$ cat config.mk
export PLATFORM = sky130hd
export DESIGN_NAME = write_addr_seq
export DESIGN_NICKNAME = d
export VERILOG_FILES = /design/src/rtl/write_addr_seq.sv
export SDC_FILE = /design/constraint.sdc
export NUM_CORES = 1
export LEC_CHECK = 0
export CORE_ASPECT_RATIO = 0.7
export CORE_MARGIN = 3
export CORE_UTILIZATION = 60
export CTS_CLUSTER_SIZE = 28
export DETAILED_ROUTE_END_ITERATION = 10
export PLACE_DENSITY_LB_ADDON = 0.2
export SLEW_MARGIN = 20
export SYNTH_ARGS = -nofsm -noshare
export SYNTH_HDL_FRONTEND = slang
export SYNTH_SLANG_ARGS = --single-unit
$ cat constraint.sdc
create_clock -name clk -period 7.2 [get_ports clk]
set_clock_uncertainty 0.15 [all_clocks]
set_input_delay 0.72 -clock clk [delete_from_list [all_inputs] [get_ports clk]]
set_output_delay 0.72 -clock clk [all_outputs]
set_load 0.02 [all_outputs]
$ cat src/rtl/write_addr_seq.sv
// Write-address sequencer: rewrites the WRITE block's fixed address into a strided
// multi-iteration address sequence and registers each write toward block RAM.
module write_addr_seq #(
   parameter int GROUP_SIZE      = 4,
   parameter int OUT_DATA_WIDTH  = 4,
   parameter int LOG_MAX_ADDRESS = 16,
   parameter int LOG_MAX_ITERS   = 16
) (
   input  logic                                 clk,
   input  logic                                 rst,
   input  logic                                 configure,
   input  logic [LOG_MAX_ADDRESS-1:0]           base_address,
   input  logic [LOG_MAX_ADDRESS-1:0]           writes_per_iter,
   input  logic [LOG_MAX_ITERS-1:0]             num_iters,
   input  logic [LOG_MAX_ADDRESS-1:0]           iter_stride,
   input  logic [GROUP_SIZE*OUT_DATA_WIDTH-1:0] data_in,
   input  logic                                 valid_in,
   output logic [GROUP_SIZE*OUT_DATA_WIDTH-1:0] data_out,
   output logic [LOG_MAX_ADDRESS-1:0]           address_out,
   output logic                                 valid_out,
   output logic                                 busy,
   output logic                                 done,
   output logic                                 err
);

   localparam int DW = GROUP_SIZE * OUT_DATA_WIDTH;
   localparam int AW = LOG_MAX_ADDRESS;
   localparam int IW = LOG_MAX_ITERS;

   typedef enum logic [1:0] {IDLE, RUN, DONE} state_t;

   state_t          state_q, state_d;
   logic [AW-1:0]   wpi_q, wpi_d;
   logic [IW-1:0]   iters_q, iters_d;
   logic [AW-1:0]   stride_q, stride_d;
   logic [AW-1:0]   wcnt_q, wcnt_d;
   logic [IW-1:0]   icnt_q, icnt_d;
   logic [AW-1:0]   iter_base_q, iter_base_d;
   logic [AW-1:0]   addr_q, addr_d;
   logic [DW-1:0]   data_out_q, data_out_d;
   logic [AW-1:0]   addr_out_q, addr_out_d;
   logic            valid_out_q, valid_out_d;
   logic            err_q, err_d;

   logic [AW-1:0]   next_base;
   logic            last_in_iter;
   logic            last_iter;

   assign next_base    = iter_base_q + stride_q;
   assign last_in_iter = (wcnt_q == wpi_q - AW'(1));
   assign last_iter    = (icnt_q == iters_q - IW'(1));

   always_comb begin
      state_d     = state_q;
      wpi_d       = wpi_q;
      iters_d     = iters_q;
      stride_d    = stride_q;
      wcnt_d      = wcnt_q;
      icnt_d      = icnt_q;
      iter_base_d = iter_base_q;
      addr_d      = addr_q;
      data_out_d  = data_out_q;
      addr_out_d  = addr_out_q;
      valid_out_d = 1'b0;
      err_d       = err_q;

      // configure has priority; a write colliding with it is always dropped
      if (configure) begin
         wpi_d       = writes_per_iter;
         iters_d     = num_iters;
         stride_d    = iter_stride;
         wcnt_d      = '0;
         icnt_d      = '0;
         iter_base_d = base_address;
         addr_d      = base_address;
         state_d     = (writes_per_iter == '0 || num_iters == '0) ? DONE : RUN;
         if (valid_in) err_d = 1'b1;
      end else if (valid_in) begin
         if (state_q == RUN) begin
            valid_out_d = 1'b1;
            addr_out_d  = addr_q;
            data_out_d  = data_in;
            if (!last_in_iter) begin
               wcnt_d = wcnt_q + AW'(1);
               addr_d = addr_q + AW'(1);
            end else begin
               wcnt_d      = '0;
               icnt_d      = icnt_q + IW'(1);
               iter_base_d = next_base;
               addr_d      = next_base;
               if (last_iter) state_d = DONE;
            end
         end else begin
            err_d = 1'b1;
         end
      end
   end

   always_ff @(posedge clk or negedge rst) begin
      if (!rst) begin
         state_q     <= IDLE;
         wpi_q       <= '0;
         iters_q     <= '0;
         stride_q    <= '0;
         wcnt_q      <= '0;
         icnt_q      <= '0;
         iter_base_q <= '0;
         addr_q      <= '0;
         data_out_q  <= '0;
         addr_out_q  <= '0;
         valid_out_q <= 1'b0;
         err_q       <= 1'b0;
      end else begin
         state_q     <= state_d;
         wpi_q       <= wpi_d;
         iters_q     <= iters_d;
         stride_q    <= stride_d;
         wcnt_q      <= wcnt_d;
         icnt_q      <= icnt_d;
         iter_base_q <= iter_base_d;
         addr_q      <= addr_d;
         data_out_q  <= data_out_d;
         addr_out_q  <= addr_out_d;
         valid_out_q <= valid_out_d;
         err_q       <= err_d;
      end
   end

   assign data_out    = data_out_q;
   assign address_out = addr_out_q;
   assign valid_out   = valid_out_q;
   assign busy        = (state_q == RUN);
   assign done        = (state_q == DONE);
   assign err         = err_q;

endmodule

==> metrics <==
clk root buf clkbuf_16; FMAX 239.8 MHz; count of final setup violators 0; number of distinct library cells after synthesis 70; total track usage between 20 and 30%; DR WL/cell 18.32 um; post-layout min period 4170 ps; io pins 120; via count 7630; Mapped Cells 952; layout cells sized above 1 a little under a tenth; H-Tree Depth 4; Top delay family on crit path simple AND/OR/NAND/NOR gates; CTS clock-pin slew for the worst setup and hold paths 70 ps; status complete, no violations; Max FO, Critical Path 14; gr ovfl total 0; CP cell instances or4_1 > nor4_2 > nand2_1 > xnor2_1 > or4_1 > nor2_1 > nor2_1 > o311ai_0; pre-CTS setup slack around 3100 ps; WP data arrival 4310 ps; Area Overhead vs Synth 21.01%; Remaining DRCs 0; final worst path period share between 50% and 60%; reg2reg path depth 8; Setup TNS Final 0 ps; worst path buffer plus inverter count 0; slowest stage delay, CP 890 ps; Initial DRC Count 806; First-pass DRT Iterations 5; Total Power 2.415 mW; fin nets ~1.1k; post-route non-filler standard cell count ~1.2k; MaxCap Viol Count 0; Final Slew Violations 0; Placed Cells roughly 1.2k; total CTS buffers 17; Post-Syn Nets 1057; largest net degree at the start of global routing 92; Final HPWL DP between 15000 and 20000 um; most frequent cell after synthesis nand2_1; leading area contributor after synthesis dfrtp_1; sequential cell area fraction in the yosys report a little over two fifths; crit path kind reg2reg; Async S/R FF share, synth 100.0%; initial core utilization 63.35%; final hold slack 174.0 ps; Startpoint Class flop; top post-synthesis cells by count nand2_1, dfrtp_1, nor2_1, o21ai_0, mux2_2; Final Hold Vio Count 0; routed wire length 22720 um; CTS tree yes; Crit. End Element flop; clk_lat worst skew 420 ps; slew of the pin with the lowest slew margin 1082 ps; Hold WC Path Type in2async; required time of the critical path 7340 ps; Syn. warnings 0; synthesis-stage register bit count around 150; Yosys top cell area share between 40% and 50%; Via density 6.153; num rows 35; Routed Antenna Nets 0; slowest CP cell nor2_1; Max VDD drop 0.0001671 V; Slew headroom 27.58%; ys flop type dfrtp_1; P_leak 4.270 nW; Worst path depth 8; DIE WIDTH 149.1 um; port bufs 119; # resized after CTS 0; PD cells between 200 and 250 nW/um^2; Die Ht 106.2 um; Setup Buffers After CTS 0; Ant. Diodes 0; final worst slack 3030 ps; CTS sink cnt 148; first-pass GRT wire length approximately 36000 um; Netlist Area Pre-Place 8599 um^2; CTS Hold Bufs 0; initial antenna violation count 0; RePlAce Congestion 0.8961; clock tree buffer depth 2; Syn Area/Cell 9.033 um^2; EDFF count, synth 0; die area 15830 um^2; leading cell types by total area after synthesis dfrtp_1, nand2_1, mux2_2; core area 13580 um^2; RSZ-0062 raised after global routing no; vias in the first global route 7206
## logic make-up (layout without fill, tap and decap cells)
kind of cell    count (synthesis)  in the layout  synth area share, %
simple gates                  406            406                22.74
compound gates                182            182                13.94
flops                         148            148                43.07
buf+inv                        77            180                3.652
xor+xnor                       64             64                6.518
mux                            54             54                6.940
fa+ha+maj                      21             21                3.143
## placed cells by master (no fill, tap or decap), types with 4 or more instances in the layout
| cell type | Yosys | layout |
|---|---|---|
| nand2_1 | 179 | 179 |
| dfrtp_1 | 148 | 148 |
| clkdlybuf4s50_1 | 0 | 117 |
| nor2_1 | 56 | 56 |
| o21ai_0 | 50 | 50 |
| mux2_2 | 44 | 44 |
| xnor2_1 | 41 | 41 |
| nor3_1 | 34 | 34 |
| a21oi_1 | 31 | 31 |
| nand3_1 | 25 | 25 |
| xor2_1 | 23 | 23 |
| inv_1 | 23 | 22 |
| ha_1 | 20 | 20 |
| a31oi_1 | 18 | 18 |
| nor4_1 | 18 | 18 |
| nand4_1 | 17 | 17 |
| clkbuf_16 | 0 | 17 |
| or3_1 | 15 | 15 |
| and3_1 | 11 | 11 |
| nor2b_1 | 11 | 11 |
| a21o_1 | 10 | 10 |
| or4_1 | 10 | 10 |
| a211oi_1 | 9 | 9 |
| mux2i_1 | 9 | 9 |
| nand2b_1 | 8 | 8 |
| buf_4 | 1 | 7 |
| o21a_1 | 6 | 6 |
| o31ai_1 | 5 | 5 |
| o211ai_1 | 5 | 5 |
| inv_6 | 0 | 5 |
| a211o_1 | 4 | 4 |
| or2_2 | 4 | 4 |
| o32ai_1 | 4 | 4 |
## through the flow
stage          util [%]  instance area [um^2]
5_1_grt           76.65                 10410
2_1_floorplan         -                  8600
4_1_cts           76.65                 10410
6_report          76.65                 10410
3_5_place_dp      72.47                  9838
3_3_place_gp      72.47                  9838
## worst register-to-register path, cell delays in order, from the launching register on
cell and delay [ps]:
dfrtp_1 430, or4_1 730, nor4_2 380, nand2_1 110, xnor2_1 150, or4_1 660, nor2_1 900, nor2_1 140
o311ai_0 390
## report_power, final
| group | internal [mW] | switching [mW] | total [mW] | leakage [nW] |
|---|---|---|---|---|
| sequential | 0.917 | 0.0775 | 0.994 | 1.83 |
| clock | 0.485 | 0.380 | 0.866 | 0.276 |
| combinational | 0.254 | 0.300 | 0.554 | 2.17 |
| total | 1.66 | 0.758 | 2.41 | 4.27 |
## metal layers
layer	share of wire, %	vias to the layer above	track usage (%)
met5	0	-	0
met4	1.9	0	6.924
met3	9.6	53	8.820
met2	44	371	42.47
met1	44	3627	41.49
li1	-	3579	-
## final cells by class
cell class | instances | area (um^2)
clock buffers | 18 | 429.2
clock inverters | 14 | 138.9
flip-flops and latches | 148 | 3704
fillers | 985 | 3169
multi-input cells | 727 | 4582
inverters | 23 | 86.33
repair buffers | 125 | 1235
well taps | 185 | 231.5
## path summary, 6_finish.rpt
path                                      endpoint  slack [ps]                  from
max                         addr_q[15]$_DFFE_PN0P_        3030  wpi_q[3]$_DFFE_PN0P_
min                        iters_q[10]$_DFFE_PN0P_         170                   rst
max reg2reg                 addr_q[15]$_DFFE_PN0P_        3030  wpi_q[3]$_DFFE_PN0P_
min reg2reg                        err$_DFFE_PN0P_         300       err$_DFFE_PN0P_
max in group asynchronous    addr_q[7]$_DFFE_PN0P_        5350                   rst
min in group clk                   err$_DFFE_PN0P_         300       err$_DFFE_PN0P_
No activity file was read; power rests on OpenSTA's default activity.
